==> config.mk <==
export PLATFORM = sky130hd
export DESIGN_NAME = bram_sp_dma
export DESIGN_NICKNAME = d
export VERILOG_FILES = /design/src/rtl/bram_sp_dma_pkg.sv /design/src/rtl/bram_sp_dma_chksum.sv /design/src/rtl/bram_sp_dma.sv
export SDC_FILE = /design/constraint.sdc
export NUM_CORES = 1
export LEC_CHECK = 0
export BUFFER_PORTS_ARGS = -buffer_cell sky130_fd_sc_hd__buf_4
export CAP_MARGIN = 20
export CELL_PAD_IN_SITES_DETAIL_PLACEMENT = 0
export CELL_PAD_IN_SITES_GLOBAL_PLACEMENT = 1
export CORE_MARGIN = 2
export CORE_UTILIZATION = 36
export DETAILED_ROUTE_END_ITERATION = 12
export PLACE_DENSITY = 0.77
export RECOVER_POWER = 50
export SYNTH_ARGS = -nofsm -noshare
export SYNTH_HDL_FRONTEND = slang
export SYNTH_SLANG_ARGS = --single-unit
==> constraint.sdc <==
create_clock -name Clk -period 2.3 [get_ports Clk]
set_input_delay 0.345 -clock Clk [delete_from_list [all_inputs] [get_ports Clk]]
set_output_delay 0.345 -clock Clk [all_outputs]
set_load 0.05 [all_outputs]
==> src/rtl/bram_sp_dma_pkg.sv <==
// Shared types for the single-port BRAM block-transfer controller.
package bram_sp_dma_pkg;

  typedef enum logic [2:0] {
    ST_IDLE     = 3'd0,
    ST_WR       = 3'd1,
    ST_RD_ISSUE = 3'd2,
    ST_RD_CAPT  = 3'd3,
    ST_RD_OUT   = 3'd4
  } state_e;

  localparam logic DIR_WR = 1'b0;
  localparam logic DIR_RD = 1'b1;

endpackage

==> src/rtl/bram_sp_dma_chksum.sv <==
// Modulo-2**pWidth running sum of transferred words; cleared when a transfer is accepted.
module bram_sp_dma_chksum #(
  parameter int pWidth = 8
) (
  input  logic              clk_i,
  input  logic              rst_ni,
  input  logic              clr_i,
  input  logic              en_i,
  input  logic [pWidth-1:0] data_i,
  output logic [pWidth-1:0] sum_o
);

  logic [pWidth-1:0] sum_q, sum_d;

  always_comb begin
    sum_d = sum_q;
    if (clr_i) begin
      sum_d = '0;
    end else if (en_i) begin
      sum_d = sum_q + data_i;
    end else begin
      sum_d = sum_q;
    end
  end

  always_ff @(posedge clk_i or negedge rst_ni) begin
    if (!rst_ni) begin
      sum_q <= '0;
    end else begin
      sum_q <= sum_d;
    end
  end

  assign sum_o = sum_q;

endmodule

==> src/rtl/bram_sp_dma.sv <==
// Block mover between a valid/ready stream and a contiguous single-port BRAM region.
// Define BRAM_SP_DMA_CHKSUM_EN to build the transfer checksum; otherwise Chksum is 0.
module bram_sp_dma
  import bram_sp_dma_pkg::*;
#(
  parameter int pAddrWidth = 11,
  parameter int pWidth     = 8,
  parameter int pLenWidth  = 12
) (
  input  logic                  Clk,
  input  logic                  Rst_N,
  input  logic                  Start,
  input  logic                  Dir,
  input  logic [pAddrWidth-1:0] BaseAddr,
  input  logic [pLenWidth-1:0]  Len,
  input  logic                  Abort,
  output logic                  Busy,
  output logic                  Done,
  input  logic [pWidth-1:0]     WrData,
  input  logic                  WrVld,
  output logic                  WrRdy,
  output logic [pWidth-1:0]     RdData,
  output logic                  RdVld,
  input  logic                  RdRdy,
  output logic                  CE,
  output logic                  WE,
  output logic [pAddrWidth-1:0] PA,
  output logic [pWidth-1:0]     DI,
  input  logic [pWidth-1:0]     DO,
  output logic [pWidth-1:0]     Chksum
);

  state_e                state_q, state_d;
  logic [pAddrWidth-1:0] addr_q, addr_d;
  logic [pLenWidth-1:0]  cnt_q, cnt_d;
  logic                  done_q, done_d;
  logic [pWidth-1:0]     rddata_q, rddata_d;

  logic start_ok, wr_hs, rd_hs, last_word;

  // Abort outranks Start and both handshakes in the same cycle.
  assign start_ok  = (state_q == ST_IDLE) && Start && !Abort;
  assign wr_hs     = (state_q == ST_WR) && WrVld && !Abort;
  assign rd_hs     = (state_q == ST_RD_OUT) && RdRdy && !Abort;
  assign last_word = (cnt_q == pLenWidth'(1));

  always_comb begin
    state_d  = state_q;
    addr_d   = addr_q;
    cnt_d    = cnt_q;
    done_d   = 1'b0;
    rddata_d = rddata_q;
    case (state_q)
      ST_IDLE: begin
        if (start_ok) begin
          addr_d = BaseAddr;
          cnt_d  = Len;
          if (Len == '0) begin
            done_d = 1'b1;
          end else if (Dir == DIR_RD) begin
            state_d = ST_RD_ISSUE;
          end else begin
            state_d = ST_WR;
          end
        end else begin
          state_d = ST_IDLE;
        end
      end
      ST_WR: begin
        if (Abort) begin
          state_d = ST_IDLE;
        end else if (wr_hs) begin
          addr_d = addr_q + pAddrWidth'(1);
          cnt_d  = cnt_q - pLenWidth'(1);
          if (last_word) begin
            state_d = ST_IDLE;
            done_d  = 1'b1;
          end else begin
            state_d = ST_WR;
          end
        end else begin
          state_d = ST_WR;
        end
      end
      ST_RD_ISSUE: begin
        if (Abort) begin
          state_d = ST_IDLE;
        end else begin
          state_d = ST_RD_CAPT;
        end
      end
      ST_RD_CAPT: begin
        // DO is only driven while CE is high, so it is captured while still enabled.
        if (Abort) begin
          state_d = ST_IDLE;
        end else begin
          rddata_d = DO;
          state_d  = ST_RD_OUT;
        end
      end
      ST_RD_OUT: begin
        if (Abort) begin
          state_d = ST_IDLE;
        end else if (rd_hs) begin
          addr_d = addr_q + pAddrWidth'(1);
          cnt_d  = cnt_q - pLenWidth'(1);
          if (last_word) begin
            state_d = ST_IDLE;
            done_d  = 1'b1;
          end else begin
            state_d = ST_RD_ISSUE;
          end
        end else begin
          state_d = ST_RD_OUT;
        end
      end
      default: begin
        state_d = ST_IDLE;
      end
    endcase
  end

  always_ff @(posedge Clk or negedge Rst_N) begin
    if (!Rst_N) begin
      state_q  <= ST_IDLE;
      addr_q   <= '0;
      cnt_q    <= '0;
      done_q   <= 1'b0;
      rddata_q <= '0;
    end else begin
      state_q  <= state_d;
      addr_q   <= addr_d;
      cnt_q    <= cnt_d;
      done_q   <= done_d;
      rddata_q <= rddata_d;
    end
  end

  assign Busy   = (state_q != ST_IDLE);
  assign Done   = done_q;
  assign WrRdy  = (state_q == ST_WR) && !Abort;
  assign RdVld  = (state_q == ST_RD_OUT) && !Abort;
  assign CE     = wr_hs || (state_q == ST_RD_ISSUE) || (state_q == ST_RD_CAPT);
  assign WE     = wr_hs;
  assign PA     = Busy ? addr_q : '0;
  assign DI     = (state_q == ST_WR) ? WrData : '0;
  assign RdData = rddata_q;

`ifdef BRAM_SP_DMA_CHKSUM_EN
  bram_sp_dma_chksum #(
    .pWidth (pWidth)
  ) u_chksum (
    .clk_i  (Clk),
    .rst_ni (Rst_N),
    .clr_i  (start_ok),
    .en_i   (wr_hs || rd_hs),
    .data_i (wr_hs ? WrData : rddata_q),
    .sum_o  (Chksum)
  );
`else
  assign Chksum = '0;
`endif

endmodule

After elaboration in Yosys (flattened, before gate mapping)
Index checks and enable logic that the tools add are counted.
{ "word_totals": {"in_bits": 46, "output_inout_bits": 41, "ff_bits": 35, "word_cells": 70} }
{ "op_classes": {"eq_ne": 11, "muxes": 34, "n_bitwise": 1, "add_sub_neg": 2, "n_reduce_logical": 17} }
{ "ops": {"columns": ["op", "n"], "rows": [
  ["$mux 11", 6],
  ["$mux 12", 5],
  ["$pmux 12 s3", 1],
  ["$pmux 11 s3", 1],
  ["$mux 3", 7],
  ["$pmux 3 s5", 1],
  ["$eq 12x1->1 const B", 1],
  ["$logic_not 12->1", 1],
  ["$sub 12x1->12 const B", 1],
  ["$add 11x1->11 const B", 1],
  ["$ne 2x2->1 const B", 5],
  ["$logic_and 1x1->1", 8],
  ["$mux 1", 8],
  ["$mux 8", 1],
  ["$eq 3x2->1 const B", 2],
  ["$mux 2", 3],
  ["$reduce_and 6->1", 1],
  ["$reduce_bool 3->1", 2],
  ["$eq 3x1->1 const B", 1],
  ["$eq 3x3->1 const B", 1],
  ["$logic_not 3->1", 1],
  ["$ne 3x3->1 const B", 1],
  ["$pmux 1 s3", 1],
  ["$logic_or 1x1->1", 2],
  ["other kinds (3)", 3]
]} }

Logic depth before layout (Yosys ltp)
Gate-level depths: netlist of run 1.
{ "depth": {"ltp_word": 6, "mapped_depth": 7, "mapped_depth_nobuf": 6} }

Worst setup path before layout of run 1
OpenSTA, ideal clock, no wires.
{ "synth_timing": {"path_kind": "flip-flop to output port", "startpoint": "reg state_q[1]", "endpoint": "out CE", "setup_slack_ns": -0.982, "stages_incl_launch_ff": 5, "required_ns": 1.955, "t_arrival_ns": 2.937, "path_cell_list": "dfrtp_1 > clkbuf_1 > buf_2 > nor4_1 > o21bai_1"} }
{ "synth_between": {"elab_chain_len": 5} }
{ "synth_lines": {"columns": ["element", "line_no", "source"], "rows": [
  ["start: declaration", "bram_sp_dma.sv:33", "state_e state_q, state_d;"],
  ["start signal: assignment", "bram_sp_dma.sv:131", "state_q <= state_d;"],
  ["$eq 3x1->1", "bram_sp_dma.sv:43", "assign wr_hs = (state_q == ST_WR) && WrVld && !Abort;"],
  ["$logic_and 1x1->1 (2 in series)", "bram_sp_dma.sv:43", null],
  ["via WE", "bram_sp_dma.sv:26", "output logic WE,"],
  ["$logic_or 1x1->1 (2 in series)", "bram_sp_dma.sv:143", "assign CE = wr_hs || (state_q == ST_RD_ISSUE) || (state_q == ST_RD_CAPT);"],
  ["end: declaration", "bram_sp_dma.sv:25", "output logic CE,"]
]} }
The timed path passes the listed nets, and every way through them passes these cells.

Worst setup path in the final report of run 1
{ "layout_timing": {"startpoint": "reg state_q[2]", "endpoint": "out CE"} }
{ "layout_between": {"elab_chain_len": 5} }
{ "layout_lines": {"columns": ["element", "line_no"], "rows": [
  ["$eq 3x1->1", "bram_sp_dma.sv:43"],
  ["$logic_and 1x1->1 (2 in series)", "bram_sp_dma.sv:43"],
  ["$logic_or 1x1->1", "bram_sp_dma.sv:143"],
  ["$logic_or 1x1->1 *", "bram_sp_dma.sv:143"]
]} }
Mark *: on every way between the ends. The rest lies on a longest branch, timed or not.

==> results.json, run 1 <==
{
  "ys_seq_area_frac": 0.365,
  "status": "complete, but fails checks",
  "core_region_area_um2": 6390,
  "cts_inserted_buffers": 5,
  "rsz0062_at_grt": "false",
  "min_path_type": "input pin to asynchronous set/reset pin",
  "grt_pass1_wl_mm": 12.0,
  "post_drt_wl_per_cell_um": 17.6,
  "postCtsSetupRepairBufs": 0,
  "vias_per_cell": 5.74,
  "grt.overflow.total": 0,
  "synth_flop_cell": "dfrtp_1",
  "dieHeight_um": 85.6,
  "crit_type": "flop to output port",
  "syn-cell-area_um2": 2400,
  "synthArstFlopShare": 1.00,
  "power_mw": 3.45,
  "crit_fanout": 10,
  "rows": 29,
  "grt_max_degree": 36,
  "clock-skew-final_ns": 0.00589,
  "nFillCells": 663,
  "worst_pin_slew_ns": 0.605,
  "setup_viol": 0,
  "synth-edff-count": 0,
  "comb_power_share": 0.524,
  "drv_slew": 0,
  "p_seq_frac": 0.339,
  "utilization": 0.495,
  "synthMuxAreaShare": 0.0506,
  "cp_data_required_time_ns": 1.96,
  "p_switching_mw": 1.72,
  "ff2ff_setup_slack_ns": 0.22,
  "vias": 2451,
  "clk-insertion-delay-late_ns": 0.29,
  "antenna_found_initial": 0,
  "clockBufferDepth": 2,
  "cts-root-buf": "clkbuf_8",
  "yosys.area_share.simple": 0.222,
  "p_leak_nw": 1.39,
  "synth_compound_area_frac": 0.261,
  "cap_violations": 0,
  "drive_gt1_frac": 0.329,
  "clock_power_share": 0.137,
  "syn_avg_cell_area_um2": 9.01,
  "worstPathArrival_ns": 1.77,
  "synth_cell_types": 52,
  "fin_crit_sh": 0.920,
  "power_density_nw_per_um2": 1090,
  "ys_warn_count": 0,
  "power.internal_mw": 1.73,
  "final-hold-violation-count": 2,
  "hpwl_mm": 5.48,
  "dr.pass1.iters": 4,
  "die_x_um": 85.6,
  "io_pins": 87,
  "max_freq_mhz": 472,
  "dr.first_iter.drc_count": 175,
  "synth_top_family_by_area": "compound AO/OA/AOI/OAI gates",
  "syn_inst": 266,
  "clock_sinks": 35,
  "grt_pass1_vias": 2392,
  "crit_path_start_kind": "flop",
  "violations": "hold timing",
  "diodes": 0,
  "cts_max_level": 2,
  "hold_ws_ns": -0.000629,
  "die-area_um2": 7330,
  "vdd_drop_max_uv": 781,
  "gp_congestion": 0.831,
  "fin_nets": 398,
  "cts_tree": "yes",
  "area.growth.synth_to_final_pct": 31.8,
  "max_slew_margin": 0.598,
  "track_usage": 0.202,
  "start_util": 0.375,
  "synth_xor_area_frac": 0.00731,
  "endpoint_kind": "output port",
  "clkTransAtPathRegs_ns": 0.08,
  "synth-adder-area-share": 0.0157,
  "wl_mm": 7.51,
  "drc": 0,
  "drtAntennaViolNets": 0,
  "swShare": 0.498,
  "synth_seq_cells": 35,
  "io_buffers": 78,
  "fin_crit_ns": 2.12
}
synth_stat cells (9+ instances only):
master / instances / area share
dfrtp_1: 35 / 0.37
nand2_1: 10 / 0.016
clkbuf_1: 9 / 0.014
inv_1: 10 / 0.016
mux2_2: 9 / 0.042
buf_2: 9 / 0.019
nor4_1: 12 / 0.031
o21ai_0: 11 / 0.023
and3_1: 10 / 0.026
a21oi_1: 13 / 0.027
o211ai_1: 14 / 0.044
nor2_1: 12 / 0.019
o2bb2ai_1: 9 / 0.033
nor3_1: 12 / 0.025
power by group through the flow:
stage               Sequential [mW]  Clock [mW]  Combinational, mW
global route                   1.20       0.505               1.95
finish                         1.17       0.472               1.81
CTS                            1.17       0.478               1.88
floorplan                      1.31           0               1.13
detailed placement             1.18           0               1.87
global placement               1.17           0               1.85
cell type report:
| class | count | area (um^2) | share of cell area |
|---|---|---|---|
| Multi-Input combinational cell | 200 | 1380 | 0.435 |
| Timing Repair Buffer | 97 | 684 | 0.217 |
| Sequential cell | 35 | 877 | 0.278 |
| Clock buffer | 5 | 68.8 | 0.0218 |
| Inverter | 10 | 37.5 | 0.0119 |
| Tap cell | 77 | 96.3 | 0.0305 |
| Clock inverter | 3 | 20.0 | 0.00634 |
critical path, cell delays in order, from the launching register on:
cell	delay (ns)
dfrtp_2	0.49
buf_4	0.18
nand2b_1	0.22
nor4_2	0.22
o21bai_1	0.15
buf_4	0.22
cell families (layout without fill, tap and decap cells):
group	after synthesis	in the layout
other	1	8
AO/OA/AOI/OAI	84	84
flip-flops	35	35
buffers and inverters	38	115
multiplexers	11	11
adder cells (fa/ha/maj)	3	3
AND/OR/NAND/NOR	92	92
XOR/XNOR	2	2
flip-flops by register name, indices dropped and copies added, names as in the netlist:
name,flops
cnt_q,12
Done,1
addr_q,11
state_q,3
RdData,8
per-layer routing:
metal,GRT usage,routed length [um],part of all wire,vias up
met5,0,0,0,-
met4,0.0317,24,0.0032,0
met3,0.0366,584,0.078,4
met2,0.334,3470,0.46,104
met1,0.283,3430,0.46,1179
li1,-,-,-,1164
worst paths after layout:
path                       cells past startpoint          to  startpoint
hold / removal                                 1  state_q[1]       Rst_N
min in group Clk                               2   RdData[5]       DO[5]
setup / recovery                               5          CE  state_q[2]
max in group asynchronous                      1  state_q[2]       Rst_N
setup reg to reg                               7   cnt_q[11]  state_q[2]
hold reg to reg                                1   RdData[4]   RdData[4]
stage by stage:
stage / std cells / TNS [ns] / instance area, um^2 / worst slack (ns)
floorplan: 273 / -0.390 / 2440 / -0.344
global placement: 419 / 0 / 3110 / 0.350
detailed placement: 419 / 0 / 3110 / 0.291
CTS: 427 / 0 / 3200 / 0.119
global route: 427 / 0 / 3160 / 0.0260
finish: 427 / 0 / 3160 / 0.183
timing repair:
| action | CTS | global route |
|---|---|---|
| hold buffers | 0 | 0 |
| gates resized for setup | 0 | 3 |
| endpoints found under the setup margin | 0 | 17 |
cell usage in the layout (no fill, tap or decap), types with 3 or more instances in the layout:
cell type / n
o211ai_1: 14
a22o_1: 3
buf_4: 85
o21ai_0: 11
nor2_1: 12
inv_1: 9
nand3_1: 5
conb_1: 8
o22ai_1: 4
a21oi_1: 13
nand2_1: 10
ha_1: 3
clkbuf_1: 11
clkbuf_8: 5
o2bb2ai_1: 9
nor3_1: 12
and3_1: 10
nand2b_1: 4
a22oi_1: 5
a2bb2oi_1: 3
a311o_1: 3
a31oi_1: 4
and2_1: 8
mux2_2: 9
or4_1: 3
nor4_1: 11
a211oi_1: 4
dfrtp_1: 34
nor4b_1: 3
Note: power is estimated with default switching activity, not from simulation.
==> run 2: changes to the inputs <==
--- a/config.mk
+++ b/config.mk
@@ -12,6 +12,7 @@
 export CORE_MARGIN = 2
 export CORE_UTILIZATION = 36
 export DETAILED_ROUTE_END_ITERATION = 12
+export MAX_ROUTING_LAYER = met4
 export PLACE_DENSITY = 0.77
 export RECOVER_POWER = 50
 export SYNTH_ARGS = -nofsm -noshare
==> run 2 against run 1 <==
Against the previous run:
- the run now ends clean
- sequential cell count did not move
- first-iteration DRC count rose by 9.7%
- power barely moved
- sequential power barely moved
- largest cell class unchanged
- via count rose by 0.94%
- clock-buffer cell count did not move
- worst hold slack improved by 0.0078 ns
- routed wire length rose by 0.24%
- cell count did not move
- non-clock buffer count did not move
- critical path type unchanged
- largest power group unchanged
==> results.json, run 2 (same netlist as run 1, synthesis figures left out) <==
{
  "regArea_um2": 877,
  "cap_violations": 0,
  "dieHeight_um": 85.6,
  "clk-insertion-delay-late_ns": 0.29,
  "cts_max_level": 2,
  "drtAntennaViolNets": 0,
  "grt.overflow.total": 0,
  "fin_cells": 427,
  "fin_crit_sh": 0.920,
  "endpoint_kind": "output port",
  "gp_congestion": 0.844,
  "clock_sinks": 35,
  "rows": 29,
  "io_buffers": 78,
  "clkTransAtPathRegs_ns": 0.08,
  "min_path_type": "input pin to asynchronous set/reset pin",
  "design_area_um2": 3160,
  "worst_pin_slew_ns": 0.605,
  "ff2ff_setup_slack_ns": 0.23,
  "dr.pass1.iters": 5,
  "vias": 2474,
  "path_buf_inv": 2,
  "hpwl_mm": 5.48,
  "hold_ws_ns": 0.00721,
  "largest_register_ffs": 12,
  "utilization": 0.495,
  "p_leak_nw": 1.39,
  "grt_pass1_wl_mm": 12.0,
  "crit_path_frequent_cell": "buf_4",
  "track_usage": 0.208,
  "status": "completed",
  "placed_cells": 419,
  "drc": 0,
  "worstPathArrival_ns": 1.77,
  "critPathMaxStageDelay_ns": 0.49,
  "rsz0062_at_grt": "false",
  "clock-skew-final_ns": 0.00495,
  "r2r-end": "cnt_q[11]",
  "area.growth.synth_to_final_pct": 31.8,
  "crit_type": "flop to output port",
  "post_drt_wl_per_cell_um": 17.6,
  "crit_path_start_kind": "flop",
  "max_slew_margin": 0.598,
  "wl_mm": 7.52,
  "crit_fanout": 10,
  "start_util": 0.375,
  "power_density_nw_per_um2": 1090,
  "vdd_drop_max_uv": 781,
  "max_freq_mhz": 472,
  "grt_max_degree": 36,
  "postCtsHoldBufs": 0,
  "die_x_um": 85.6,
  "final-hold-violation-count": 0,
  "fin_nets": 398,
  "cts_inserted_buffers": 5,
  "setup_viol": 0,
  "cts-root-buf": "clkbuf_8",
  "clockBufferDepth": 2,
  "core_region_area_um2": 6390,
  "nFillCells": 663,
  "drive_gt1_frac": 0.329,
  "drv_slew": 0,
  "placed_cell_area_um2": 3110,
  "io_pins": 87,
  "cts_tree": "yes",
  "vias_per_cell": 5.79,
  "r2r_cells": 7,
  "cpMaxStageDelayCell": "dfrtp_2",
  "dr.first_iter.drc_count": 192,
  "multi_input_area_um2": 1380,
  "crit_cells": 5,
  "diodes": 0,
  "worstPathCellList": "buf_4 -> nand2b_1 -> nor4_2 -> o21bai_1 -> buf_4",
  "layout_common_cells": "buf_4 (85), dfrtp_1 (34), o211ai_1 (14)",
  "layout_commonest_cell": "buf_4",
  "r2r-start": "state_q[2]",
  "cp_top_family": "flip-flops",
  "largest_register": "cnt_q",
  "die-area_um2": 7330,
  "crit_path_start": "state_q[2]",
  "cp-endpoint": "CE",
  "fin_crit_ns": 2.12,
  "grt_pass1_vias": 2394,
  "cp_data_required_time_ns": 1.96,
  "antenna_found_initial": 0
}
run 2: cell counts in the layout (fill, tap and decap cells not counted):
No cell type changed its count.
run 2: cell type report:
| type | count | area share |
|---|---|---|
| Clock inverter | 3 | 0.00634 |
| Clock buffer | 5 | 0.0218 |
| Inverter | 10 | 0.0119 |
| Sequential cell | 35 | 0.278 |
| Timing Repair Buffer | 97 | 0.217 |
| Multi-Input combinational cell | 200 | 0.435 |
| Tap cell | 77 | 0.0305 |
run 2: layer usage:
layer / wire length (um) / up-vias / GRT usage
li1: - / 1169 / -
met1: 3420 / 1183 / 0.283
met2: 3500 / 118 / 0.333
met3: 575 / 4 / 0.0366
met4: 24 / 0 / 0.0317
met5: 0 / - / -
run 2: worst min path at each step:
stage                      from          to  cells past startpoint
after floorplan           Rst_N        Done                      0
after global placement    Rst_N  state_q[1]                      1
after detailed placement  Rst_N  state_q[1]                      1
after CTS                 Rst_N  state_q[2]                      1
after global routing      Rst_N        Done                      1
final                     Rst_N    cnt_q[9]                      1
run 2: metrics by stage:
| stage | setup WS (ns) | power (mW) | setup TNS [ns] |
|---|---|---|---|
| 2_1_floorplan | -0.344 | 2.44 | -0.390 |
| 3_3_place_gp | 0.350 | 3.03 | 0 |
| 3_5_place_dp | 0.291 | 3.05 | 0 |
| 4_1_cts | 0.119 | 3.52 | 0 |
| 5_1_grt | 0.0260 | 3.66 | 0 |
| 6_report | 0.184 | 3.45 | 0 |
run 2: where the power goes:
| part | internal [mW] | total (mW) | switching [mW] |
|---|---|---|---|
| Clock | 0.211 | 0.468 | 0.257 |
| Sequential | 0.879 | 1.17 | 0.292 |
| Combinational | 0.640 | 1.81 | 1.17 |
| Total | 1.73 | 3.45 | 1.72 |
run 2: repair_timing:
item                                    4_1_cts  5_1_grt
buffers inserted                              0        0
endpoints found under the setup margin        0       17
gates resized for setup                       0        3
